<file path="config.mk">
export PLATFORM = sky130hd
export DESIGN_NAME = regfile_write_scheduler
export DESIGN_NICKNAME = d
export VERILOG_FILES = /design/src/rtl/regfile_pkg.sv /design/src/rtl/regfile_write_decoder.sv /design/src/rtl/regfile_write_scheduler.sv
export SDC_FILE = /design/constraint.sdc
export NUM_CORES = 1
export LEC_CHECK = 0
export BUFFER_PORTS_ARGS = -buffer_cell sky130_fd_sc_hd__buf_2
export CORE_ASPECT_RATIO = 0.5
export CORE_MARGIN = 2
export CORE_UTILIZATION = 55
export CTS_BUF_LIST = sky130_fd_sc_hd__clkbuf_16
export DETAILED_ROUTE_END_ITERATION = 10
export GPL_TIMING_DRIVEN = 0
export PLACE_DENSITY = 0.89
export SLEW_MARGIN = 20
export SYNTH_ARGS = -nofsm -noshare
export SYNTH_HDL_FRONTEND = slang
export SYNTH_HIERARCHICAL = 1
export SYNTH_SLANG_ARGS = --single-unit
</file>
<file path="constraint.sdc">
create_clock -name clk -period 6.4 [get_ports clk]
set_input_delay 0.96 -clock clk [delete_from_list [all_inputs] [get_ports clk]]
set_output_delay 0.96 -clock clk [all_outputs]
set_load 0.01 [all_outputs]
</file>
<file path="src/rtl/regfile_pkg.sv">
// Shared constants and types for the register-file write scheduler.
package regfile_pkg;

    localparam int NUM_REGS = 16;
    localparam int REG_W = 16;
    localparam int IDX_W = 4;

    localparam logic [IDX_W-1:0] ZERO_REG = '0;
    localparam int STARVE_LIMIT_DEFAULT = 3;

    typedef logic [1:0] pend_t;

    typedef struct packed {
        logic             vld;
        logic [IDX_W-1:0] idx;
        logic [REG_W-1:0] data;
    } wr_req_t;

endpackage

</file>
<file path="src/rtl/regfile_write_decoder.sv">
// 4-to-16 one-hot decoder with enable; shared by write and reservation paths.
module write_decoder
    import regfile_pkg::*;
(
    input  logic                en_i,
    input  logic [IDX_W-1:0]    idx_i,
    output logic [NUM_REGS-1:0] onehot_o
);

    always_comb begin
        onehot_o = '0;
        if (en_i) begin
            onehot_o[idx_i] = 1'b1;
        end
    end

endmodule

</file>
<file path="src/rtl/regfile_write_scheduler.sv">
// Arbitrates writeback vs. load-completion onto the single register-file
// write port and tracks outstanding reservations per destination register.
module regfile_write_scheduler
    import regfile_pkg::*;
#(
    parameter int STARVE_LIMIT = STARVE_LIMIT_DEFAULT,
    parameter int PEND_MAX     = 3
) (
    input  logic                clk,
    input  logic                rst,
    input  logic                wb_valid,
    input  logic [IDX_W-1:0]    wb_reg,
    input  logic [REG_W-1:0]    wb_data,
    output logic                wb_ready,
    input  logic                ld_valid,
    input  logic [IDX_W-1:0]    ld_reg,
    input  logic [REG_W-1:0]    ld_data,
    output logic                ld_ready,
    input  logic                rsv_valid,
    input  logic [IDX_W-1:0]    rsv_reg,
    output logic                rsv_ready,
    output logic [NUM_REGS-1:0] write_reg,
    output logic [REG_W-1:0]    wr_data,
    output logic [IDX_W-1:0]    wr_idx,
    output logic [NUM_REGS-1:0] busy
);

    localparam logic [1:0] SL = STARVE_LIMIT[1:0];
    localparam pend_t      PM = PEND_MAX[1:0];

    logic [1:0]          starve_q, starve_d;
    pend_t               pend_q [NUM_REGS];
    pend_t               pend_d [NUM_REGS];
    logic [NUM_REGS-1:0] write_reg_q, write_reg_d;
    logic [REG_W-1:0]    wr_data_q, wr_data_d;
    logic [IDX_W-1:0]    wr_idx_q, wr_idx_d;

    wr_req_t             acc;
    logic                starve;
    logic                wb_acc;
    logic                ld_acc;
    logic                wr_hit;
    logic                rsv_acc;
    logic [NUM_REGS-1:0] inc_vec;
    logic [NUM_REGS-1:0] dec_vec;

    always_comb begin
        starve   = ld_valid && (starve_q == SL);
        wb_ready = !starve;
        ld_ready = !wb_valid || starve;
        wb_acc   = wb_valid && wb_ready;
        ld_acc   = ld_valid && ld_ready;

        acc = '0;
        if (ld_acc) begin
            acc.vld  = 1'b1;
            acc.idx  = ld_reg;
            acc.data = ld_data;
        end else if (wb_acc) begin
            acc.vld  = 1'b1;
            acc.idx  = wb_reg;
            acc.data = wb_data;
        end

        // R0 handshakes complete but never reach the file or scoreboard
        wr_hit = acc.vld && (acc.idx != ZERO_REG);

        rsv_ready = (rsv_reg == ZERO_REG)
                 || (pend_q[rsv_reg] != PM)
                 || (wr_hit && (acc.idx == rsv_reg));
        rsv_acc = rsv_valid && rsv_ready && (rsv_reg != ZERO_REG);
    end

    write_decoder u_wr_dec (
        .en_i     (wr_hit),
        .idx_i    (acc.idx),
        .onehot_o (dec_vec)
    );

    write_decoder u_rsv_dec (
        .en_i     (rsv_acc),
        .idx_i    (rsv_reg),
        .onehot_o (inc_vec)
    );

    always_comb begin
        starve_d = starve_q;
        if (!ld_valid || ld_acc) begin
            starve_d = '0;
        end else if (starve_q != SL) begin
            starve_d = starve_q + 2'd1;
        end

        write_reg_d = dec_vec;
        wr_data_d   = wr_data_q;
        wr_idx_d    = wr_idx_q;
        if (acc.vld) begin
            wr_data_d = acc.data;
            wr_idx_d  = acc.idx;
        end
    end

    always_comb begin
        for (int i = 0; i < NUM_REGS; i++) begin
            pend_d[i] = pend_q[i];
            case ({inc_vec[i], dec_vec[i]})
                2'b10: begin
                    if (pend_q[i] != PM) begin
                        pend_d[i] = pend_q[i] + 2'd1;
                    end
                end
                // a write with nothing pending is still performed; count stays 0
                2'b01: begin
                    if (pend_q[i] != '0) begin
                        pend_d[i] = pend_q[i] - 2'd1;
                    end
                end
                default: pend_d[i] = pend_q[i];
            endcase
        end
    end

    always_ff @(posedge clk) begin
        if (rst) begin
            starve_q    <= '0;
            write_reg_q <= '0;
            wr_data_q   <= '0;
            wr_idx_q    <= '0;
            for (int i = 0; i < NUM_REGS; i++) begin
                pend_q[i] <= '0;
            end
        end else begin
            starve_q    <= starve_d;
            write_reg_q <= write_reg_d;
            wr_data_q   <= wr_data_d;
            wr_idx_q    <= wr_idx_d;
            for (int i = 0; i < NUM_REGS; i++) begin
                pend_q[i] <= pend_d[i];
            end
        end
    end

    always_comb begin
        for (int i = 0; i < NUM_REGS; i++) begin
            busy[i] = (pend_q[i] != '0);
        end
    end

    assign write_reg = write_reg_q;
    assign wr_data   = wr_data_q;
    assign wr_idx    = wr_idx_q;

endmodule

</file>
# Word level (Yosys, flattened, before mapping)
# Memories as Yosys holds them, arrays and structs flattened.
# Index checks and enable logic that the tools add are counted.
[word_totals]
regBits = 38
ramBits = 32
input_bits = 49
memories = 1
[mem_list]
columns = ["name", "depth", "word_bits", "rd", "rd_clocked_by_memory_dff", "wr", "line", "rtl"]
rows = [
  ["pend_q", 16, 2, 17, 0, 16, "regfile_write_scheduler.sv:32", "pend_t pend_q [NUM_REGS];"],
]
[classes]
n_addsub = 33
magnitude_cmp = 4
eq_ne = 52
mux = 75
n_bitwise = 16
n_reduce_logical = 36
[op_table]
columns = ["op", "n"]
rows = [
  ["$mux 2", 48],
  ["$pmux 2 s2", 16],
  ["$mux 21", 2],
  ["$ne 2x2->1 const B", 18],
  ["$add 2x1->2 const B", 17],
  ["$eq 2x2->1 const B", 17],
  ["$eq 2x1->1 const B", 16],
  ["$mux 16", 2],
  ["$reduce_bool 2->1", 16],
  ["$sub 2x1->2 const B", 16],
  ["$or 1x1->1", 16],
  ["$lt 4x5->1 const B", 2],
  ["$logic_and 1x1->1", 9],
  ["$demux 1 s4", 2],
  ["$ge 4x1->1 const B", 2],
  ["$reduce_bool 4->1", 2],
  ["$mux 1", 5],
  ["$eq 4x4->1", 1],
  ["$logic_not 4->1", 1],
  ["$logic_or 1x1->1", 4],
  ["$logic_not 1->1", 3],
  ["$reduce_or 2->1", 1],
]

# Depth between registers and ports, before layout
# Gate-level depths: netlist of the first run.
[logic_depth]
ltp_word = 16
mapped_depth = 13

# Hierarchy
# The synthesis of the first run kept the hierarchy.
[modules_own_cells]
columns = ["mod", "instances", "cells_per_inst", "area_each_um2", "seq_area_each_um2"]
rows = [
  ["regfile_write_scheduler", 1, 404, 3383.2, 1401.3],
  ["write_decoder", 2, 23, 117.6, 0.0],
]

# Worst setup path after synthesis of the first run
# No wires, ideal clock.
[synth_path]
kind = "input to register"
from = "in ld_valid"
to = "mem pend_q[0][0] (netlist bit)"
setup_ns = 0.128
arrival_time_ns = 3.097
t_required_ns = 6.272
setup_slack_ns = 3.175
path_stages = 12
path_buffers = 1
cell_sequence = "buf_4 a21boi_4 a32o_1 nand2_1 a2bb2oi_2 o22ai_1 or3b_4 nor3_2 nor2b_1 nand2b_1 a31oi_1 nor2_1"
[synth_rtl]
columns = ["item", "line", "rtl"]
rows = [
  ["start, declared", "regfile_write_scheduler.sv:15", "input logic ld_valid,"],
  ["end, declared", "regfile_write_scheduler.sv:32", ""],
]

==> results of run 1 <==
-- metal layers --
metal	GRT usage	up-vias	share of wire
met2	0.440	141	0.45
met1	0.324	1624	0.46
met5	0	-	0
li1	-	1791	-
met3	0.0722	11	0.075
met4	0.105	0	0.012
-- worst min-delay path by stage --
| stage | startpoint | to | slack, ps | cells after the start |
|---|---|---|---|---|
| global placement | starve_q[0] | starve_q[0] | 420 | 1 |
| finish | starve_q[0] | starve_q[0] | 430 | 1 |
| detailed placement | starve_q[0] | starve_q[0] | 420 | 1 |
| CTS | starve_q[0] | starve_q[0] | 440 | 1 |
| global route | starve_q[0] | starve_q[0] | 460 | 1 |
| floorplan | starve_q[0] | starve_q[0] | 410 | 1 |
-- through the flow --
stage	area, um^2	power, mW	setup slack (ps)	utilization	cells
3_5_place_dp	4230	0.598	2710	0.682	639
2_1_floorplan	3620	0.547	3180	-	450
5_1_grt	4510	1.11	2800	0.727	654
3_3_place_gp	4230	0.595	2770	0.682	639
4_1_cts	4510	1.07	3000	0.727	654
6_report	4510	1.06	2980	0.727	654
-- critical path: stages --
cell and delay (ps):
buf_2 210, clkbuf_1 380, o21ai_0 200, o2111ai_1 210
nand3_1 130, o22ai_1 300, or3b_4 460, nor3_2 210
nor2b_1 260, nand2b_1 80, a31oi_1 170, nor2_1 50
-- where the power goes --
part / switching [mW] / internal, mW / total, mW
Sequential: 0.00775 / 0.450 / 0.458
Clock: 0.176 / 0.295 / 0.471
Combinational: 0.0777 / 0.0548 / 0.132
-- area by class of cell --
cell class	count	area, um^2	share of cell area
plain buffers	17	71.3	0.0158
clock buffers	9	225	0.0499
clock inverters	6	55.1	0.0122
inverters	5	18.8	0.00416
multi-input cells	358	2130	0.471
flip-flops and latches	70	1400	0.310
well taps	88	110	0.0244
repair buffers	101	505	0.112
-- logic make-up after synthesis --
| family | share of synthesized area |
|---|---|
| AND/OR/NAND/NOR | 0.344 |
| AO/OA/AOI/OAI | 0.174 |
| adder cells (fa/ha/maj) | 0.00346 |
| multiplexers | 0.0584 |
| buffers and inverters | 0.0249 |
| flip-flops | 0.387 |
| XOR/XNOR | 0.00726 |
-- cell usage in the layout, fill, tap and decap left out, types with 16 or more instances in the layout --
master,count
buf_2,104
nor2_1,77
dfxtp_1,70
nand2b_1,40
nor2b_1,40
a21oi_1,32
nand2_1,26
mux2i_1,20
o21ai_0,17
or2_2,16
a211oi_1,16
==> flow_metrics.tcl, run 1 <==
set metrics [dict create \
    status "complete, no violations" \
    cts.path.max_buffers 2 \
    maxCapViolCount 0 \
    synth_edf_count 0 \
    antennaDiodeCount 0 \
    finalClockSkew_ps 3.14 \
    die-area_mm2 0.00728 \
    critPathKind "primary input to register" \
    power_leakage_nw 1.99 \
    hp-class "register to register" \
    drc 0 \
    async_reset_ff_frac 0 \
    post_cts_resized 0 \
    grt_pass1_wl_mm 14.4 \
    finalSetupViolCount 0 \
    initial_core_util 0.583 \
    die_w_um 119 \
    grt_pass1_vias 3102 \
    finalCritPeriodShare 0.535 \
    drtIter0Drc 239 \
    rsz0062_at_grt "false" \
    rows 20 \
    antenna_found_initial 0 \
    clock.fmax_mhz 292 \
    r2r-start "starve_q[0]" \
    maxSlewViolCount 0 \
    wl_per_cell_um 13.9 \
    tightest_slew_ps 567 \
    yosysMostFrequentCell "nor2_1" \
    synth_area_mm2 0.00362 \
    reg2reg_depth 12 \
    crit_path_start_kind "primary input" \
    place_congestion 0.928 \
    holdWs_ps 434 \
    grt_max_degree 15 \
    yosysTopAreaCell "dfxtp_1" \
    layout_min_cycle_time_ps 3420 \
    htreeDepth 3 \
    clock-sinks 70 \
    hold_viol 0 \
    path_max_fanout 10 \
    arrival_ps 3620 \
    worstPathRequired_ps 6600 \
    areaGrowthSynthToFinish_pct 24.8 \
    relSlewSlack 0.622 \
    path_clk_slew_ps 50 \
    synth_seq_area_share 0.387 \
    clk_latency_ps 340 \
    synth_top_area_share 0.387 \
    hold_buffers 0 \
    power_density_mw_per_mm2 235 \
    synth.distinct_cells 42 \
    cp-endpoint "pend_q[0][0]" \
    postSynthAreaPerCell_um2 8.04 \
    core_mm2 0.00621 \
    die_y_um 61.4 \
    r2r_slack_ps 3230 \
    fill_cells 507 \
    vias 3567 \
    track_usage 0.259 \
    grt-ovfl-total 0 \
    layout-drive-gt1-share 0.261 \
    ir_drop_mv 0.162 \
    cts-root-buf "clkbuf_16" \
    synth_commonest_cells "nor2_1 (77), dfxtp_1 (70), nand2b_1 (40), nor2b_1 (40), a21oi_1 (32)" \
    yosys-top-cells-area "dfxtp_1 (39%), nor2_1 (8.0%), nand2b_1 (6.9%), nor2b_1 (6.9%), mux2i_1 (5.5%)" \
    setup_tns_ps 0 \
    synth_ff_type "dfxtp_1" \
    ys_warn_count 6 \
    cts_tree "yes" \
    antenna_left 0 \
    viasPerCell 5.45 \
    fin_nets 612 \
    startpoint "rsv_reg[0]" \
    cts_setup_buffers 0 \
    synthesis.nets 500 \
    postSynthCellCount 450 \
    cts_made_buffers 9 \
    end_kind "register" \
    io_buffers 101 \
    ios 104 \
    dr.pass1.iters 5 \
    wl_mm 9.07 \
    dp_hpwl_mm 6.86 \
    r2r-end "pend_q[0][0]" \
    synth-seq-cells 70 \
    largest_reg_flops 32 \
]
Note: power is estimated with default switching activity, not from simulation.
==> run 2: changes to the inputs <==
--- a/config.mk
+++ b/config.mk
@@ -8,11 +8,11 @@
 export BUFFER_PORTS_ARGS = -buffer_cell sky130_fd_sc_hd__buf_2
 export CORE_ASPECT_RATIO = 0.5
 export CORE_MARGIN = 2
-export CORE_UTILIZATION = 55
+export CORE_UTILIZATION = 52
 export CTS_BUF_LIST = sky130_fd_sc_hd__clkbuf_16
 export DETAILED_ROUTE_END_ITERATION = 10
 export GPL_TIMING_DRIVEN = 0
-export PLACE_DENSITY = 0.89
+export PLACE_DENSITY = 0.85
 export SLEW_MARGIN = 20
 export SYNTH_ARGS = -nofsm -noshare
 export SYNTH_HDL_FRONTEND = slang
==> constraint.sdc (replaced) <==
create_clock -name clk -period 3.5 [get_ports clk]
set_input_delay 0.525 -clock clk [delete_from_list [all_inputs] [get_ports clk]]
set_output_delay 0.525 -clock clk [all_outputs]
set_load 0.01 [all_outputs]
==> run 2 against run 1 <==
Against the previous run: hold slack improved by 10 ps; global-route usage is 0.96 points lower; core utilization down 5.3 points; sequential power up 83%; critical path type is now register to register; first-iteration DRC count up 14%; count of clock-buffer cells in the layout unchanged; largest cell class unchanged.
==> flow_metrics.tcl, run 2 (synthesized netlist as in run 1, its figures left out) <==
set metrics [dict create \
    htreeDepth 3 \
    clock-sinks 70 \
    layout_commonest_cell "buf_2" \
    min_from "starve_q[0]" \
    end_kind "register" \
    layout-drive-gt1-share 0.263 \
    tightest_slew_ps 588 \
    grt_max_degree 15 \
    initial_core_util 0.540 \
    r2r-start "starve_q[0]" \
    final_cell_mix "buf_2 (104), nor2_1 (77), dfxtp_1 (70), nand2b_1 (40), nor2b_1 (40)" \
    place_congestion 0.910 \
    relSlewSlack 0.608 \
    layout_min_cycle_time_ps 3170 \
    reg2reg_depth 12 \
    cts_tree "yes" \
    die_y_um 63.0 \
    dr.pass1.iters 5 \
    setup_tns_ps 0 \
    slowest_stage "or3b_4" \
    die_w_um 122 \
    dp_hpwl_mm 6.80 \
    hold_path_depth 1 \
    holdWs_ps 444 \
    rows 21 \
    largest_reg_flops 32 \
    cts-root-buf "clkbuf_16" \
    viasPerCell 5.50 \
    cts.path.max_buffers 2 \
    cts_made_buffers 9 \
    grt_pass1_vias 3234 \
    io_buffers 101 \
    finalClockSkew_ps 6.24 \
    path_buf_inv 0 \
    maxSlewViolCount 0 \
    critPathKind "register to register" \
    holdPathEnd "starve_q[0]" \
    multiInputGateArea_mm2 0.00213 \
    crit_path_start_kind "register" \
    maxCapViolCount 0 \
    antenna_found_initial 0 \
    clock.fmax_mhz 316 \
    track_usage 0.250 \
    fin_nets 612 \
    r2r-end "pend_q[0][0]" \
    grt-ovfl-total 0 \
    wl_per_cell_um 13.8 \
    path_clk_slew_ps 50 \
    drtIter0Drc 273 \
    ir_drop_mv 0.253 \
    crit_chain "ha_1 > nand2b_4 > a32oi_1 > xor2_1 > nand3b_1 > o22ai_1 > or3b_4 > nor3_2 > nor2b_1 > nand2b_1 > a31oi_1 > nor2_1" \
    wl_mm 9.05 \
    path_depth 12 \
    hold_buffers 0 \
    path_max_fanout 6 \
    die-area_mm2 0.00768 \
    finalCritPeriodShare 0.905 \
    ff_latch_area_mm2 0.00140 \
    power_density_mw_per_mm2 428 \
    antenna_left 0 \
    vias 3620 \
    antennaDiodeCount 0 \
    cts_setup_buffers 0 \
    hold_viol 0 \
    hp-class "register to register" \
    fill_cells 585 \
    max_stage_delay_ps 460 \
    status "complete, no violations" \
    post_cts_resized 0 \
    core_mm2 0.00670 \
    grt_pass1_wl_mm 15.0 \
    areaGrowthSynthToFinish_pct 24.9 \
    arrival_ps 3370 \
    drc 0 \
    cp_top_family "simple AND/OR/NAND/NOR gates" \
    ios 104 \
    power_leakage_nw 1.99 \
    worstPathRequired_ps 3700 \
    r2r_slack_ps 330 \
    rsz0062_at_grt "false" \
    finalSetupViolCount 0 \
    clk_latency_ps 330 \
]
==> run 2: cell count changes in the layout (fill, tap and decap cells not counted), sizes merged <==
cell      previous run  this run
clkinvlp             1         0
clkinv               3         5
inv                  6         5
==> run 2: power breakdown <==
part | internal [mW] | total [mW] | switching (mW)
logic | 0.100 | 0.242 | 0.142
registers | 0.823 | 0.837 | 0.0140
clock network | 0.539 | 0.855 | 0.316
==> run 2: worst max-delay path by stage <==
stage | startpoint | to | slack (ps)
floorplan | ld_valid | pend_q[0][0] | 710
global placement | rsv_reg[0] | pend_q[0][0] | 330
detailed placement | wb_valid | pend_q[0][0] | 280
CTS | starve_q[0] | pend_q[0][0] | 350
global route | starve_q[0] | pend_q[0][0] | 120
finish | starve_q[0] | pend_q[0][0] | 330
==> run 2: through the flow <==
step | util | instances | area (um^2) | total power, mW | worst slack [ps]
6_report | 0.674 | 658 | 4520 | 1.93 | 331
5_1_grt | 0.674 | 658 | 4520 | 2.01 | 119
4_1_cts | 0.674 | 658 | 4520 | 1.95 | 354
3_5_place_dp | 0.633 | 643 | 4240 | 1.09 | 281
3_3_place_gp | 0.633 | 643 | 4240 | 1.09 | 332
2_1_floorplan | - | 450 | 3620 | 1.00 | 710
==> run 2: routing by layer <==
layer | vias to the layer above | track usage | share of wire
met4 | 0 | 0.0761 | 0.014
met3 | 14 | 0.0912 | 0.086
met2 | 163 | 0.394 | 0.45
li1 | 1794 | - | -
met5 | - | 0 | 0
met1 | 1649 | 0.319 | 0.45
==> run 2: cell type report <==
| cell class | instances | area share |
|---|---|---|
| multi-input cells | 358 | 0.471 |
| flip-flops and latches | 70 | 0.310 |
| repair buffers | 101 | 0.112 |
| clock buffers | 9 | 0.0498 |
| well taps | 92 | 0.0255 |
| plain buffers | 17 | 0.0158 |
| clock inverters | 6 | 0.0119 |
| inverters | 5 | 0.00415 |
